<file path="config.mk">
export PLATFORM = sky130hd
export DESIGN_NAME = ddc_tone_loader_flat
export DESIGN_NICKNAME = d
export VERILOG_FILES = /design/src/rtl/ddc_pkg.sv /design/src/rtl/ddc_tone_loader_if.sv /design/src/rtl/ddc_tone_table.sv /design/src/rtl/ddc_tone_loader.sv /design/src/flat_wrapper.sv
export SDC_FILE = /design/constraint.sdc
export NUM_CORES = 1
export LEC_CHECK = 0
export ABC_AREA = 1
export BUFFER_PORTS_ARGS = -buffer_cell sky130_fd_sc_hd__buf_2
export CELL_PAD_IN_SITES_DETAIL_PLACEMENT = 1
export CELL_PAD_IN_SITES_GLOBAL_PLACEMENT = 1
export CORE_MARGIN = 5
export CORE_UTILIZATION = 40
export DETAILED_ROUTE_END_ITERATION = 7
export MAX_ROUTING_LAYER = met4
export PLACE_DENSITY = 0.71
export SLEW_MARGIN = 20
export SYNTH_ARGS = -nofsm -noshare
export SYNTH_HDL_FRONTEND = slang
export SYNTH_SLANG_ARGS = --single-unit
</file>
<file path="constraint.sdc">
create_clock -name dev_clk -period 4.5 [get_ports dev_clk]
set_clock_uncertainty 0.05 [all_clocks]
set_input_delay 0.45 -clock dev_clk [delete_from_list [all_inputs] [get_ports dev_clk]]
set_output_delay 0.45 -clock dev_clk [all_outputs]
set_load 0.03 [all_outputs]
</file>
<file path="src/rtl/ddc_pkg.sv">
// Shared types for the ddc tone loader: phase width, loader state encoding and
// the {pinc, poff} table entry.
package ddc_pkg;

  localparam int PHASE_W = 20;

  typedef enum logic [2:0] {
    IDLE = 3'd0,
    SCAN = 3'd1,
    EMIT = 3'd2,
    GAP  = 3'd3,
    FIN  = 3'd4
  } loader_state_t;

  typedef struct packed {
    logic [PHASE_W-1:0] pinc;
    logic [PHASE_W-1:0] poff;
  } tone_entry_t;

endpackage

</file>
<file path="src/rtl/ddc_tone_loader_if.sv">
// Control-register side and ddc_quad side of the tone loader, bundled as one bus.
// Handshake: cfg_valid, done, wr_err and resync_out are single-cycle strobes with no
// back-pressure; cfg_ch/cfg_pinc/cfg_poff are only meaningful while cfg_valid is high.
interface ddc_tone_loader_if #(
  parameter int N_CH    = 4,
  parameter int PHASE_W = ddc_pkg::PHASE_W
);
  localparam int CH_W = $clog2(N_CH);

  logic                  tbl_we;
  logic [CH_W-1:0]       tbl_addr;
  logic [PHASE_W-1:0]    tbl_pinc;
  logic [PHASE_W-1:0]    tbl_poff;
  logic                  start;
  logic [N_CH-1:0]       ch_mask;
  logic                  abort;
  logic                  busy;
  logic                  done;
  logic                  wr_err;
  logic [CH_W-1:0]       cfg_ch;
  logic [PHASE_W-1:0]    cfg_pinc;
  logic [PHASE_W-1:0]    cfg_poff;
  logic                  cfg_valid;
  logic                  resync_out;
  ddc_pkg::loader_state_t dbg_state;

  modport master (
    output tbl_we, tbl_addr, tbl_pinc, tbl_poff, start, ch_mask, abort,
    input  busy, done, wr_err, cfg_ch, cfg_pinc, cfg_poff, cfg_valid, resync_out, dbg_state
  );

  modport slave (
    input  tbl_we, tbl_addr, tbl_pinc, tbl_poff, start, ch_mask, abort,
    output busy, done, wr_err, cfg_ch, cfg_pinc, cfg_poff, cfg_valid, resync_out, dbg_state
  );

endinterface

</file>
<file path="src/rtl/ddc_tone_table.sv">
// N_CH-entry tone table: one write port and a read register that only updates on
// rd_en, so its output doubles as the held cfg_pinc/cfg_poff value.
module ddc_tone_table
  import ddc_pkg::*;
#(
  parameter int N_CH = 4,
  localparam int CH_W = $clog2(N_CH)
) (
  input  logic            clk,
  input  logic            rst_n,
  input  logic            we,
  input  logic [CH_W-1:0] wr_addr,
  input  tone_entry_t     wr_data,
  input  logic            rd_en,
  input  logic [CH_W-1:0] rd_addr,
  output tone_entry_t     rd_data
);

  tone_entry_t mem [N_CH];

  always_ff @(posedge clk or negedge rst_n) begin
    if (!rst_n) begin
      for (int i = 0; i < N_CH; i++) mem[i] <= '0;
    end else if (we) begin
      mem[wr_addr] <= wr_data;
    end
  end

  always_ff @(posedge clk or negedge rst_n) begin
    if (!rst_n) begin
      rd_data <= '0;
    end else if (rd_en) begin
      rd_data <= mem[rd_addr];
    end
  end

endmodule

</file>
<file path="src/rtl/ddc_tone_loader.sv">
// Tone-table sequencer: replays masked table entries as cfg_valid strobes with a settle gap.
// DDC_LOADER_AUTO_RESYNC_EN: when defined, resync_out pulses in the FIN cycle.
module ddc_tone_loader
  import ddc_pkg::*;
#(
  parameter int N_CH       = 4,
  parameter int PHASE_W    = ddc_pkg::PHASE_W,
  parameter int GAP_CYCLES = 3
) (
  input  logic dev_clk,
  input  logic dev_resetn,
  ddc_tone_loader_if.slave bus
);

  localparam int CH_W  = $clog2(N_CH);
  localparam int GAP_W = (GAP_CYCLES < 1) ? 1 : $clog2(GAP_CYCLES + 1);
  localparam logic [CH_W-1:0] LAST_CH = CH_W'(N_CH - 1);

  loader_state_t     state, state_nx;
  logic [N_CH-1:0]   mask_q;
  logic [CH_W-1:0]   ch_idx;
  logic [GAP_W-1:0]  gap_cnt;
  logic [CH_W-1:0]   cfg_ch_q;
  logic              wr_err_q;
  logic              last_ch, mask_hit, gap_end, rd_en, tbl_wr_en;
  tone_entry_t       wr_entry, rd_entry;

  assign last_ch   = (ch_idx == LAST_CH);
  assign mask_hit  = mask_q[ch_idx];
  assign gap_end   = (gap_cnt == GAP_W'(1));
  assign rd_en     = (state == SCAN) && mask_hit && !bus.abort;
  assign tbl_wr_en = bus.tbl_we && (state == IDLE);
  assign wr_entry  = '{pinc: bus.tbl_pinc, poff: bus.tbl_poff};

  ddc_tone_table #(.N_CH(N_CH)) u_table (
    .clk     (dev_clk),
    .rst_n   (dev_resetn),
    .we      (tbl_wr_en),
    .wr_addr (bus.tbl_addr),
    .wr_data (wr_entry),
    .rd_en   (rd_en),
    .rd_addr (ch_idx),
    .rd_data (rd_entry)
  );

  always_ff @(posedge dev_clk or negedge dev_resetn) begin
    if (!dev_resetn) state <= IDLE;
    else             state <= state_nx;
  end

  always_comb begin
    state_nx = state;
    case (state)
      IDLE: if (bus.start && !bus.abort) state_nx = SCAN;
      SCAN: begin
        if (bus.abort)    state_nx = IDLE;
        else if (mask_hit) state_nx = EMIT;
        else if (last_ch)  state_nx = FIN;
        else               state_nx = SCAN;
      end
      EMIT: begin
        if (bus.abort)            state_nx = IDLE;
        else if (GAP_CYCLES != 0) state_nx = GAP;
        else if (last_ch)         state_nx = FIN;
        else                      state_nx = SCAN;
      end
      GAP: begin
        if (bus.abort)    state_nx = IDLE;
        else if (gap_end) state_nx = last_ch ? FIN : SCAN;
      end
      FIN:     state_nx = IDLE;
      default: state_nx = IDLE;
    endcase
  end

  // Every entry into SCAN from a busy state advances to the next channel.
  always_ff @(posedge dev_clk or negedge dev_resetn) begin
    if (!dev_resetn) begin
      mask_q   <= '0;
      ch_idx   <= '0;
      gap_cnt  <= '0;
      cfg_ch_q <= '0;
      wr_err_q <= 1'b0;
    end else begin
      if (state == IDLE && state_nx == SCAN) begin
        mask_q <= bus.ch_mask;
        ch_idx <= '0;
      end else if (state != IDLE && state_nx == SCAN) begin
        ch_idx <= ch_idx + CH_W'(1);
      end
      if (state == EMIT)     gap_cnt <= GAP_W'(GAP_CYCLES);
      else if (state == GAP) gap_cnt <= gap_cnt - GAP_W'(1);
      if (rd_en) cfg_ch_q <= ch_idx;
      wr_err_q <= bus.tbl_we && (state != IDLE);
    end
  end

  always_comb begin
    bus.busy      = (state != IDLE);
    bus.cfg_valid = (state == EMIT) && !bus.abort;
    bus.done      = (state == FIN) && !bus.abort;
`ifdef DDC_LOADER_AUTO_RESYNC_EN
    bus.resync_out = (state == FIN) && !bus.abort;
`else
    bus.resync_out = 1'b0;
`endif
  end

  assign bus.cfg_ch    = cfg_ch_q;
  assign bus.cfg_pinc  = rd_entry.pinc;
  assign bus.cfg_poff  = rd_entry.poff;
  assign bus.wr_err    = wr_err_q;
  assign bus.dbg_state = state;

endmodule

</file>
<file path="src/flat_wrapper.sv">
// flat-port wrapper written by rule: the top's interface ports become plain ports
module ddc_tone_loader_flat import ddc_pkg::*;
#(
  parameter int N_CH       = 4,
  parameter int PHASE_W    = ddc_pkg::PHASE_W,
  parameter int GAP_CYCLES = 3
)
  (dev_clk, dev_resetn, bus_tbl_we, bus_tbl_addr, bus_tbl_pinc, bus_tbl_poff, bus_start, bus_ch_mask, bus_abort, bus_busy, bus_done, bus_wr_err, bus_cfg_ch, bus_cfg_pinc, bus_cfg_poff, bus_cfg_valid, bus_resync_out, bus_dbg_state);
  ddc_tone_loader_if #(.N_CH(N_CH), .PHASE_W(PHASE_W)) bus_i ();
  input  logic dev_clk;
  input  logic dev_resetn;
  input wire logic [$bits(bus_i.tbl_we)-1:0] bus_tbl_we;
  input wire logic [$bits(bus_i.tbl_addr)-1:0] bus_tbl_addr;
  input wire logic [$bits(bus_i.tbl_pinc)-1:0] bus_tbl_pinc;
  input wire logic [$bits(bus_i.tbl_poff)-1:0] bus_tbl_poff;
  input wire logic [$bits(bus_i.start)-1:0] bus_start;
  input wire logic [$bits(bus_i.ch_mask)-1:0] bus_ch_mask;
  input wire logic [$bits(bus_i.abort)-1:0] bus_abort;
  output wire logic [$bits(bus_i.busy)-1:0] bus_busy;
  output wire logic [$bits(bus_i.done)-1:0] bus_done;
  output wire logic [$bits(bus_i.wr_err)-1:0] bus_wr_err;
  output wire logic [$bits(bus_i.cfg_ch)-1:0] bus_cfg_ch;
  output wire logic [$bits(bus_i.cfg_pinc)-1:0] bus_cfg_pinc;
  output wire logic [$bits(bus_i.cfg_poff)-1:0] bus_cfg_poff;
  output wire logic [$bits(bus_i.cfg_valid)-1:0] bus_cfg_valid;
  output wire logic [$bits(bus_i.resync_out)-1:0] bus_resync_out;
  output wire logic [$bits(bus_i.dbg_state)-1:0] bus_dbg_state;
  assign bus_i.tbl_we = bus_tbl_we;
  assign bus_i.tbl_addr = bus_tbl_addr;
  assign bus_i.tbl_pinc = bus_tbl_pinc;
  assign bus_i.tbl_poff = bus_tbl_poff;
  assign bus_i.start = bus_start;
  assign bus_i.ch_mask = bus_ch_mask;
  assign bus_i.abort = bus_abort;
  assign bus_busy = bus_i.busy;
  assign bus_done = bus_i.done;
  assign bus_wr_err = bus_i.wr_err;
  assign bus_cfg_ch = bus_i.cfg_ch;
  assign bus_cfg_pinc = bus_i.cfg_pinc;
  assign bus_cfg_poff = bus_i.cfg_poff;
  assign bus_cfg_valid = bus_i.cfg_valid;
  assign bus_resync_out = bus_i.resync_out;
  assign bus_dbg_state = bus_i.dbg_state;
  ddc_tone_loader #(.N_CH(N_CH), .PHASE_W(PHASE_W), .GAP_CYCLES(GAP_CYCLES)) u_core (.dev_clk(dev_clk), .dev_resetn(dev_resetn), .bus(bus_i));
endmodule
</file>
Yosys cells after proc, flatten, opt, wreduce, memory -nomap -nowiden:

Index checks and enable logic that the tools add are counted.

* add/sub/neg operators: 2
* order comparisons: 4
* eq/ne operators: 7
* muxes and demuxes: 20
* bitwise gates (word level): 2
* reduce and logical (&&, ||, !) cells: 15

Operator list (number)
* bitwise mux 160 bit: 1
* 2-to-1 mux 40 bit: 3
* binary-select mux 40 bit (select 2 bit): 1
* demux 40 bit (select 2 bit): 1
* 2-to-1 mux 3 bit: 6
* one-hot mux 3 bit (4 select lines): 1
* logical AND 1 bit: 10
* 2-to-1 mux 2 bit: 5
* equality test 3 x 1 -> 1 bit, second input constant: 2
* equality test 3 x 2 -> 1 bit, second input constant: 2
* greater-or-equal comparator 3 bit, second input constant: 2
* inverter 2 -> 3 bit: 2
* nonzero test 2 bit: 2
* equality test 3 bit, second input constant: 1
* zero test 3 bit: 1
* < comparator 2 x 3 -> 1 bit, second input constant: 1
* < comparator 3 x 1 -> 1 bit, second input constant: 1
* nonzero test 3 bit: 1
* adder 2 x 1 -> 2 bit, second input constant: 1
* binary-select mux 1 bit (select 2 bit): 1
* equality test 2 x 1 -> 1 bit, second input constant: 1
* equality test 2 bit, second input constant: 1
* subtractor 2 x 1 -> 2 bit, second input constant: 1
* zero test 1 bit: 1
* 2-to-1 mux 1 bit: 1

* register bits: 214
* input bits: 51
* logic and storage cells: 66

Longest topological paths before layout:

Gate-level depths: netlist of the first run.

* depth in word-level cells: 9
* depth in mapped cells: 12

Modules after synthesis:

A second synthesis of the first run with hierarchy kept.

* cells, all modules: 1294
* area, all modules: 9960.8 sq um

Modules (own cells, without submodules)
* ddc_tone_table: instances 1, cells each 1196, area each 9165.0 sq um, seq. area each 5004.8 sq um
* ddc_tone_loader: instances 1, cells each 98, area each 795.8 sq um, seq. area each 350.3 sq um

Worst setup path before layout of the first run:

Ideal clock, no wire load.

* path type: reg2out
* from: reg u_core.state[2], in the netlist u_core.bus.dbg_state[2]
* to: out bus_done
* arrival: 1.634 ns
* data required time: 4.000 ns
* setup slack: 2.366 ns
* stages on the path, launching flop included: 3
* buffers on the path: 0
* path through: dfrtp_1 -> inv_1 -> nor4_1

* longest elaborated chain between the ends: 2

RTL lines
* start, declared: RTL line ddc_tone_loader.sv:19 `loader_state_t state, state_nx;`
* start signal, assigned: RTL line ddc_tone_loader.sv:48 `else state <= state_nx;`
* equality test 3 bit: RTL line ddc_tone_loader.sv:101 `bus.done = (state == FIN) && !bus.abort;`
* logical AND 1 bit: RTL line ddc_tone_loader.sv:101
* end, declared: RTL line flat_wrapper.sv:20 `output wire logic [$bits(bus_i.done)-1:0] bus_done;`

No other way between the ends.

Final worst setup path of the first run:

* from: reg u_core.state[0], in the netlist u_core.bus.dbg_state[0]
* to: reg u_core.u_table.mem[98] (netlist name)

* longest elaborated chain between the ends: 2

RTL lines
* zero test 3 bit: RTL line ddc_tone_loader.sv:32 `assign tbl_wr_en = bus.tbl_we && (state == IDLE);`
* logical AND 1 bit: RTL line ddc_tone_loader.sv:32
* end signal, assigned by index: RTL line ddc_tone_table.sv:25 `mem[wr_addr] <= wr_data;`
* end, declared: RTL line ddc_tone_table.sv:19 `tone_entry_t mem [N_CH];`

No other way between the ends.
A chain may end at the register's enable or synchronous reset.

==> qor.csv, run 1 <==
stage,metric,value,unit
clock_network,clock_latency,520,ps
clock_network,tritoncts,done,
pwr,power.density,706,nW/um2
worst_setup_path,critical-path-slowest-cell,sky130_fd_sc_hd__nor3_4,
finish,layout-area-overhead-vs-synth,15.8,%
global_route,grt_start_max_net_pins,117,
worst_setup_path,timing.critical_path.to_type,register,
placed_design,detailed_place_hpwl,15.3,mm
global_route,grt_overflow,0,
route,ant_nets,0,
floorplanning,core.rowCount,56,
clock_network,post_cts_hold_buffer_count,0,
sta,worst_slew_margin_rel,35.0,%
worst_hold_path,min-delay-path-class,input port to asynchronous set/reset pin,
synth,yosys.area.top_type,sky130_fd_sc_hd__dfrtp_1,
synth,postSynthCellCount,1127,
sta,hold_slack,-41.8,ps
finish,area_of_combinational_cells_with_multiple_inputs,3090,um2
synth,synth-warning-count,0,
worst_setup_path,cp_data_arrival_time,2880,ps
finish,final.fill_count,2859,
clock_network,htree_num_levels,1,
sta,finalSetupTns,0,ps
finish,finish.cell_count_without_fillers,1532,
synth,post_syn_area_per_cell,8.36,um2
clock_network,numCtsBuffers,25,
route,firstDrtPassIters,5,
worst_setup_path,crit_path_cell_trace,"nor2_2, nand2_1, inv_2, nand2_2, nor3_4, buf_4, o21ai_0",
pwr,total_power,7.71,mW
synth,ys_ff_latch,214,
pwr,vdd_ir_drop_max,0.316,mV
clock_network,post_cts_buffers,0,
global_route,grt_use_total,20.1,%
synth,netlist.area_leader.share,56.8,%
global_route,via_count_of_the_first_global_routing_pass,8255,
status,failed_checks,negative hold slack,
synth,synth.net_count,1180,
sta,timing_max_transition_violations_final,0,
route,routed_via_density,4.99,
pwr,leakage,5.18,nW
finish,seq_area,5360,um2
finish,final_nets,1252,
worst_setup_path,crit_fanout,33,
route,dr.first_iter.drc_count,439,
placed_design,routabilityCongestion,0.774,
clock_network,post_cts_resize_count,0,
sta,tightest_slew,972,ps
finish,final_layout_size_suffix_gt1_share,13.8,%
worst_setup_path,required,4840,ps
sta,timing.final.setup_violations,0,
route,postRouteWirelength,25.2,mm
worst_setup_path,worstSetupStartpointType,register,
synth,synth_top_cells_by_area,"sky130_fd_sc_hd__dfrtp_1 (57%), sky130_fd_sc_hd__o21ai_0 (12%), sky130_fd_sc_hd__nand2_1 (11%)",
floorplanning,die-height,164,um
placed_design,dp.cells,1491,
global_route,grt_first_pass_wirelength,42.6,mm
clock_network,cts_root_buffer,sky130_fd_sc_hd__clkbuf_16,
worst_setup_path,timing.critical_path.slowest_cell_delay,770,ps
job,max_cap_viol_count,0,
worst_setup_path,timing_worst_setup_path_type,register to register,
clock_network,worst_setup_hold_path_clk_slew,60,ps
finish,finish.utilization,46.8,%
sta,layout_worst_path_cycle_share,56.5,%
floorplanning,initial_core_util,40.4,%
global_route,antenna_found_initial,0,
sta,rsz0062_at_grt,false,
sta,fin_crit,2540,ps
floorplanning,core_region_area,23300,um2
route,mean_routed_wirelength_per_cell,16.5,um
route,post_detailed_route_drc_marker_count,0,
floorplanning,die_width,164,um
finish,antennaDiodeCount,0,
sta,max_frequency,0.393,GHz
synth,ys_types,24,
clock_network,clock-sinks,214,
route,route.vias.total,7645,
floorplanning,die_area,26700,um2
floorplanning,floorplan.io_pins,101,
synth,netlist_area,9430,um2
status,outcome,"finished, violations left",
sta,finalHoldViolCount,29,
placed_design,port-buffer-count,99,
clock_network,clock_tree.buffer_depth,3,
synth,synth_sequential_area_ratio,56.8,%
worst paths after layout:
path,cells after the start,endpoint,from,slack (ps)
worst min register to register,2,u_core.u_table.rd_data[34],u_core.u_table.rd_data[34],420
max in group asynchronous,2,u_core.u_table.mem[104],dev_resetn,3260
worst max register to register,7,u_core.u_table.mem[98],u_core.bus.dbg_state[0],1960
worst min-delay path,1,u_core.u_table.rd_data[33],dev_resetn,-40
worst max-delay path,7,u_core.u_table.mem[98],u_core.bus.dbg_state[0],1960
min in group dev_clk,2,u_core.mask_q[3],bus_ch_mask[3],110
synthesized netlist by cell type:
master                     count
sky130_fd_sc_hd__a21oi_1      60
sky130_fd_sc_hd__a31oi_1      19
sky130_fd_sc_hd__buf_1         3
sky130_fd_sc_hd__buf_2        24
sky130_fd_sc_hd__buf_4         4
sky130_fd_sc_hd__buf_6         1
sky130_fd_sc_hd__clkbuf_1     32
sky130_fd_sc_hd__clkbuf_2      4
sky130_fd_sc_hd__conb_1        1
sky130_fd_sc_hd__dfrtp_1     214
sky130_fd_sc_hd__ha_1          2
sky130_fd_sc_hd__inv_1       175
sky130_fd_sc_hd__inv_2         3
sky130_fd_sc_hd__mux2_2        4
sky130_fd_sc_hd__nand2_1     272
sky130_fd_sc_hd__nand2_2       1
sky130_fd_sc_hd__nand3_1       8
sky130_fd_sc_hd__nor2_1       28
sky130_fd_sc_hd__nor2_2        1
sky130_fd_sc_hd__nor3_4        5
sky130_fd_sc_hd__nor4_1        1
sky130_fd_sc_hd__o21ai_0     231
sky130_fd_sc_hd__o21ai_1      33
sky130_fd_sc_hd__o22a_1        1
per-layer routing:
| layer | GRT usage (%) | vias up | part of all wire [%] |
|---|---|---|---|
| met2 | 34.5 | 108 | 49 |
| met1 | 26.0 | 3813 | 46 |
| met3 | 2.80 | 22 | 3.9 |
| met4 | 3.39 | 0 | 0.98 |
| met5 | - | - | 0 |
| li1 | - | 3702 | - |
stage by stage:
stage / cell area (um2) / worst slack, ps
after detailed placement: 10100 / 1920
after CTS: 10900 / 1910
after floorplan: 9430 / 2370
final: 10900 / 1960
after global placement: 10100 / 2060
after global routing: 10900 / 1700
critical path: cells and delay by family (launching register included):
family	cells	cell delay (ps)
AOI/OAI and AO/OA	1	140
buffers and inverters	2	590
and+or+nand+nor	4	1160
DFF	1	450
cells by family (layout without fill, tap and decap cells):
kind of cell | count (synthesis) | count (layout) | share of synthesized area [%]
buf+inv | 246 | 332 | 10.4
other cells | 1 | 1 | 0.0398
simple gates | 316 | 316 | 13.4
fa+ha+maj | 2 | 2 | 0.265
mux | 4 | 4 | 0.478
flops | 214 | 214 | 56.8
compound gates | 344 | 344 | 18.6
cells in the final DEF (no fill, tap or decap), drive strengths merged:
cell        n
clkbuf     35
mux2        4
a21oi      60
nand2     273
ha          2
clkinvlp    2
buf       113
dfrtp     214
inv       179
nor4        1
o21ai     264
bufinv      1
clkinv      2
nor2       29
a31oi      19
nor3        5
o22a        1
nand3       8
conb        1
area by class of cell:
cell class                      instances  area share (%)
Tap cell                              319            3.66
Inverter                              178            6.12
Sequential cell                       214            49.1
Multi-Input combinational cell        667            28.3
Timing Repair Buffer                  113            5.60
Clock buffer                           35            6.63
Clock inverter                          6           0.585
registers in the layout, indices dropped and copies added (netlist names):
register	cells
u_core.u_table.mem	160
u_core.u_table.rd_data	40
u_core.mask_q	4
u_core.bus.dbg_state	3
u_core.bus.cfg_ch	2
u_core.ch_idx	2
u_core.gap_cnt	2
u_core.bus.wr_err	1
report_power, final:
part | internal, mW | switching (mW)
sequential | 2.84 | 0.409
combinational | 0.781 | 1.72
clock | 1.17 | 0.794
(Power assumes the default switching activity.)
==> run 2, diff against run 1 <==
Clock period 4.5 ns to 2.5 ns, I/O delays scaled along.
==> qor.csv, run 2 (synthesis results as in run 1) <==
stage,metric,value,unit,change
route,routed_via_density,4.93,,-1.2%
floorplanning,core.rowCount,56,,unchanged
worst_setup_path,timing.critical_path.slowest_cell_delay,560,ps,-210 ps
finish,final.fill_count,2802,,-2.0%
placed_design,port-buffer-count,99,,unchanged
finish,final_nets,1301,,+3.9%
worst_setup_path,r2r-start,u_core.ch_idx[0],,
global_route,via_count_of_the_first_global_routing_pass,8437,,+2.2%
pwr,cell_internal_pwr,8.67,mW,+81%
worst_setup_path,worst-r2r-setup-slack,450,ps,-1500 ps
floorplanning,die_area,26700,um2,unchanged
worst_hold_path,worstHoldPathCells,4,,
global_route,gr-max-usage-layer,met2,,
worst_setup_path,worstSetupStartpointType,register,,
worst_setup_path,timing_worst_setup_path_type,register to register,,
clock_network,tritoncts,done,,
worst_setup_path,cp_data_arrival_time,2430,ps,-450 ps
global_route,use_met2,34.8,%,+0.28 points
finish,largest_reg_flops,160,,unchanged
finish,area_of_combinational_cells_with_multiple_inputs,3090,um2,unchanged
floorplanning,floorplan.io_pins,101,,unchanged
sta,timing.final.setup_violations,0,,unchanged
worst_setup_path,crit_fanout,41,,+24%
clock_network,cts_root_buffer,sky130_fd_sc_hd__clkbuf_16,,
sta,timing_max_transition_violations_final,0,,unchanged
pwr,swShare,37.6,%,-0.29 points
clock_network,clock_latency,520,ps,about the same
global_route,grt_first_pass_wirelength,43.1,mm,+1.1%
route,route.vias.total,7798,,+2.0%
route,mean_routed_wirelength_per_cell,16.1,um,-2.4%
global_route,gr-usage-met3,2.83,%,+0.025 points
sta,tightest_slew,712,ps,-260 ps
worst_setup_path,crit_path_cell_trace,"inv_2, nand2_1, nand3_1, nand2_1, nor3_4, buf_4, nor2_1, a31oi_1",,
pwr,power.density,1210,nW/um2,+72%
sta,layout_worst_path_cycle_share,81.9,%,+25 points
worst_setup_path,required,2880,ps,-1960 ps
global_route,groute.layer.met1.usage,26.4,%,+0.33 points
route,firstDrtPassIters,4,,-1
global_route,antenna_found_initial,0,,unchanged
floorplanning,core_region_area,23300,um2,unchanged
finish,finish.utilization,49.2,%,+2.4 points
placed_design,detailed_place_hpwl,15.0,mm,-1.6%
clock_network,htree_num_levels,1,,unchanged
finish,final_layout_size_suffix_gt1_share,13.4,%,-0.39 points
finish,layout.cells.most_common,sky130_fd_sc_hd__nand2_1,,
pwr,vdd_ir_drop_max,0.640,mV,+100%
clock_network,worst_setup_hold_path_clk_slew,60,ps,about the same
sta,finalSetupTns,0,ps,unchanged
pwr,leakage,5.42,nW,+4.5%
route,dr.first_iter.drc_count,403,,-8.2%
finish,seq_area,5360,um2,unchanged
pwr,combPwrFrac,32.8,%,+0.4 points
floorplanning,initial_core_util,40.4,%,unchanged
global_route,grt_use_total,20.4,%,+0.33 points
worst_hold_path,hp-start,bus_tbl_addr[1],,
floorplanning,die-height,164,um,unchanged
pwr,power.share.sequential,42.1,%,about the same
global_route,grt_overflow,0,,unchanged
pwr,power.clock.fraction,25.1,%,-0.3 points
route,ant_nets,0,,unchanged
worst_setup_path,crit-reg2reg-capture,u_core.u_table.rd_data[39],,
sta,rsz0062_at_grt,false,,
worst_hold_path,hold_path_end,u_core.u_table.mem[112],,
route,postRouteWirelength,25.4,mm,+0.75%
floorplanning,die_width,164,um,unchanged
finish,layout-area-overhead-vs-synth,21.8,%,
worst_setup_path,crit_path_frequent_cell,sky130_fd_sc_hd__nand2_1,,
finish,antennaDiodeCount,0,,unchanged
sta,finalHoldViolCount,0,,-100%
worst_setup_path,r2r_cells,8,,+1
clock_network,post_cts_hold_buffer_count,47,,+47
placed_design,routabilityCongestion,0.746,,-3.6%
status,outcome,finished clean,,
worst_hold_path,min-delay-path-class,input port to register,,
clock_network,clock-sinks,214,,unchanged
finish,most-common-layout-cells,"sky130_fd_sc_hd__nand2_1 (272), sky130_fd_sc_hd__o21ai_0 (231), sky130_fd_sc_hd__dfrtp_1 (212), sky130_fd_sc_hd__inv_1 (174), sky130_fd_sc_hd__buf_2 (98)",,
worst_setup_path,critical-path-slowest-cell,sky130_fd_sc_hd__dfrtp_2,,
sta,worst_slew_margin_rel,52.5,%,+18 points
route,post_detailed_route_drc_marker_count,0,,unchanged
finish,reg.largest.list,"u_core.u_table.mem: 160 flops, u_core.u_table.rd_data: 40 flops, u_core.mask_q: 4 flops",,
job,max_cap_viol_count,0,,unchanged
sta,fin_crit,2050,ps,-497 ps
clock_network,numCtsBuffers,25,,unchanged
sta,max_frequency,0.488,GHz,+24%
pwr,total_switching_power,5.23,mW,+79%
global_route,grt_start_max_net_pins,85,,-27%
clock_network,clock_tree.buffer_depth,3,,unchanged
finish,regMostFlops,u_core.u_table.mem,,
clock_network,post_cts_resize_count,0,,unchanged
pwr,total_power,13.9,mW,+80%
clock_network,post_cts_buffers,0,,unchanged
worst_setup_path,timing.critical_path.to_type,register,,
==> run 2: layer usage <==
layer,share of wire (%),vias to the layer above
met5,0,-
li1,-,3797
met4,2.1,0
met3,3.6,37
met1,46,3829
met2,49,135
==> run 2: stage by stage <==
step | setup WS (ps) | cells | cell area [um2] | hold slack, ps
5_1_grt | 203 | 1582 | 11500 | 117
2_1_floorplan | 565 | 1127 | 9430 | -95.6
4_1_cts | 426 | 1582 | 11500 | 78.7
6_report | 452 | 1582 | 11500 | 92.6
3_5_place_dp | 449 | 1493 | 10200 | 280
3_3_place_gp | 555 | 1493 | 10200 | 275
==> run 2: worst max path at each step <==
stage,from,end,slack [ps],cells after the start
global route,u_core.ch_idx[0],u_core.u_table.rd_data[26],200,8
floorplan,u_core.bus.dbg_state[0],u_core.u_table.mem[100],560,7
global placement,u_core.ch_idx[0],u_core.u_table.rd_data[11],560,5
detailed placement,u_core.ch_idx[0],u_core.u_table.rd_data[39],450,8
CTS,u_core.bus.dbg_state[0],u_core.u_table.mem[103],430,8
finish,u_core.ch_idx[0],u_core.u_table.rd_data[39],450,8
==> run 2: critical path, delay by kind of cell, from the launching register on <==
kind	cells	cell delay [ps]
AND/OR/NAND/NOR	5	530
flip-flops	1	560
buffers and inverters	2	620
AO/OA/AOI/OAI	1	170
==> run 2: power groups by stage <==
stage	Combinational (mW)	Sequential [mW]	Clock [mW]
after floorplan	2.64	6.33	0
after global placement	4.38	5.87	0
after detailed placement	4.54	5.93	0
after CTS	4.65	5.88	3.59
after global routing	5.23	6.06	3.75
final	4.56	5.86	3.49
==> run 2: layout make-up <==
| class | instances | share of cell area (%) |
|---|---|---|
| Clock inverter | 7 | 0.610 |
| Multi-Input combinational cell | 667 | 26.9 |
| Tap cell | 319 | 3.48 |
| Clock buffer | 35 | 6.21 |
| Sequential cell | 214 | 46.7 |
| Timing Repair Buffer | 162 | 10.3 |
| Inverter | 178 | 5.82 |
==> run 3, diff against run 2 <==
Clock period 2.5 ns to 2.12 ns, I/O delays scaled along.
==> qor.csv, run 3 (synthesis results as in run 1) <==
stage,metric,value,unit,change
status,outcome,finished clean,,
worst_setup_path,worstSetupStartpointType,register,,
pwr,power.density,1450,nW/um2,+20%
finish,most-common-layout-cells,"sky130_fd_sc_hd__nand2_1 (272), sky130_fd_sc_hd__o21ai_0 (231), sky130_fd_sc_hd__dfrtp_1 (212), sky130_fd_sc_hd__inv_1 (174), sky130_fd_sc_hd__buf_2 (98)",,
worst_setup_path,worst-r2r-setup-slack,220,ps,-240 ps
sta,finalSetupTns,0,ps,unchanged
floorplanning,die_width,164,um,unchanged
route,ant_nets,0,,unchanged
sta,finalHoldViolCount,0,,unchanged
clock_network,htree_num_levels,1,,unchanged
global_route,grt_first_pass_wirelength,43.7,mm,+1.5%
finish,layout-area-overhead-vs-synth,22.7,%,
sta,fin_crit,1900,ps,-145 ps
global_route,antenna_found_initial,0,,unchanged
worst_setup_path,r2r-start,u_core.bus.dbg_state[0],,
worst_hold_path,min-delay-path-class,input port to asynchronous set/reset pin,,
global_route,grt_start_max_net_pins,82,,-3.5%
clock_network,post_cts_buffers,0,,unchanged
clock_network,worst_setup_hold_path_clk_slew,60,ps,about the same
floorplanning,initial_core_util,40.4,%,unchanged
sta,rsz0062_at_grt,false,,
sta,layout_worst_path_cycle_share,89.8,%,+7.8 points
clock_network,clock_latency,510,ps,about the same
route,mean_routed_wirelength_per_cell,16.4,um,+1.8%
clock_network,post_cts_resize_count,0,,unchanged
worst_setup_path,timing_worst_setup_path_type,register to register,,
clock_network,post_cts_hold_buffer_count,47,,unchanged
worst_setup_path,critical_path.endpoint,u_core.u_table.mem[2],,
clock_network,cts_root_buffer,sky130_fd_sc_hd__clkbuf_16,,
sta,max_frequency,0.525,GHz,+7.6%
finish,final_layout_size_suffix_gt1_share,13.7,%,+0.35 points
sta,tightest_slew,563,ps,-149 ps
finish,reg.largest.list,"u_core.u_table.mem: 160 flops, u_core.u_table.rd_data: 40 flops, u_core.mask_q: 4 flops",,
floorplanning,die_area,26700,um2,unchanged
clock_network,clock_tree.buffer_depth,3,,unchanged
clock_network,clock-sinks,214,,unchanged
route,firstDrtPassIters,4,,unchanged
route,route.vias.total,7807,,+0.12%
floorplanning,core_region_area,23300,um2,unchanged
worst_setup_path,crit_fanout,80,,+95%
pwr,vdd_ir_drop_max,0.556,mV,-13%
clock_network,numCtsBuffers,25,,unchanged
pwr,leakage,5.46,nW,+0.91%
route,routed_via_density,4.92,,-0.14%
sta,timing_max_transition_violations_final,0,,unchanged
sta,worst_slew_margin_rel,62.5,%,+10 points
route,post_detailed_route_drc_marker_count,0,,unchanged
pwr,total_power,16.7,mW,+20%
global_route,grt_use_total,20.7,%,+0.24 points
floorplanning,core.rowCount,56,,unchanged
finish,regMostFlops,u_core.u_table.mem,,
placed_design,detailed_place_hpwl,15.8,mm,+5.0%
placed_design,post_dp_cell_area,10300,um2,+0.39%
worst_setup_path,crit-reg2reg-capture,u_core.u_table.mem[2],,
placed_design,routabilityCongestion,0.752,,+0.80%
finish,antennaDiodeCount,0,,unchanged
placed_design,port-buffer-count,99,,unchanged
placed_design,dp.cells,1495,,+0.13%
floorplanning,floorplan.io_pins,101,,unchanged
clock_network,tritoncts,done,,
worst_setup_path,r2r_cells,8,,unchanged
route,postRouteWirelength,25.9,mm,+2.1%
worst_setup_path,timing.critical_path.to_type,register,,
global_route,grt_overflow,0,,unchanged
finish,cell_area_after_layout,11600,um2,+0.74%
finish,finish.cell_count_without_fillers,1586,,+0.25%
global_route,via_count_of_the_first_global_routing_pass,8369,,-0.81%
worst_setup_path,required,2510,ps,-370 ps
route,dr.first_iter.drc_count,382,,-5.2%
worst_setup_path,cp_data_arrival_time,2290,ps,-140 ps
floorplanning,die-height,164,um,unchanged
finish,layout.cells.most_common,sky130_fd_sc_hd__nand2_1,,
sta,timing.final.setup_violations,0,,unchanged
finish,largest_reg_flops,160,,unchanged
job,max_cap_viol_count,0,,unchanged
worst_setup_path,critical_path.startpoint,u_core.bus.dbg_state[0],,
finish,final_nets,1303,,+0.15%
==> run 3: power by group <==
part	switching, mW	internal (mW)	total (mW)	leakage (nW)
clock	1.69	2.66	4.35	0.411
sequential	0.913	6.02	6.93	2.64
combinational	3.68	1.79	5.46	2.41
total	6.28	10.5	16.7	5.46
==> run 3: worst min path at each step <==
stage / to / slack, ps / cells past startpoint
after global placement: u_core.u_table.mem[32] / 140 / 1
after global routing: u_core.mask_q[1] / 230 / 5
after CTS: u_core.bus.dbg_state[0] / 170 / 7
final: u_core.u_table.mem[113] / 180 / 2
after floorplan: u_core.bus.cfg_ch[0] / -130 / 0
after detailed placement: u_core.u_table.mem[32] / 140 / 1
==> run 3: layout make-up <==
type | instances | area (um2)
Clock buffer | 33 | 696
Timing Repair Buffer | 164 | 1220
Sequential cell | 214 | 5360
Clock inverter | 11 | 133
Fill cell | 2805 | 11800
Inverter | 178 | 668
Tap cell | 319 | 399
Multi-Input combinational cell | 667 | 3090
==> run 3: metal layers <==
| layer | wire [um] | global-route usage (%) |
|---|---|---|
| met2 | 12900 | 35.8 |
| met5 | 0 | - |
| met3 | 829 | 2.65 |
| met4 | 414 | 3.85 |
| met1 | 11800 | 26.4 |
==> run 3: critical path: stages (launching register included) <==
cell	delay, ps
sky130_fd_sc_hd__dfrtp_1	450
sky130_fd_sc_hd__nor2_2	150
sky130_fd_sc_hd__nand2_1	100
sky130_fd_sc_hd__inv_2	120
sky130_fd_sc_hd__nand2_2	160
sky130_fd_sc_hd__nor3_4	180
sky130_fd_sc_hd__buf_12	340
sky130_fd_sc_hd__nand2_1	120
sky130_fd_sc_hd__o21ai_1	110
==> run 3: metrics by stage <==
step / util, % / setup slack (ps) / hold slack, ps
3_5_place_dp: 44.0 / 215 / 141
4_1_cts: 49.6 / 201 / 170
5_1_grt: 49.6 / 65.4 / 232
2_1_floorplan: - / 185 / -134
6_report: 49.6 / 217 / 185
3_3_place_gp: 44.0 / 310 / 138
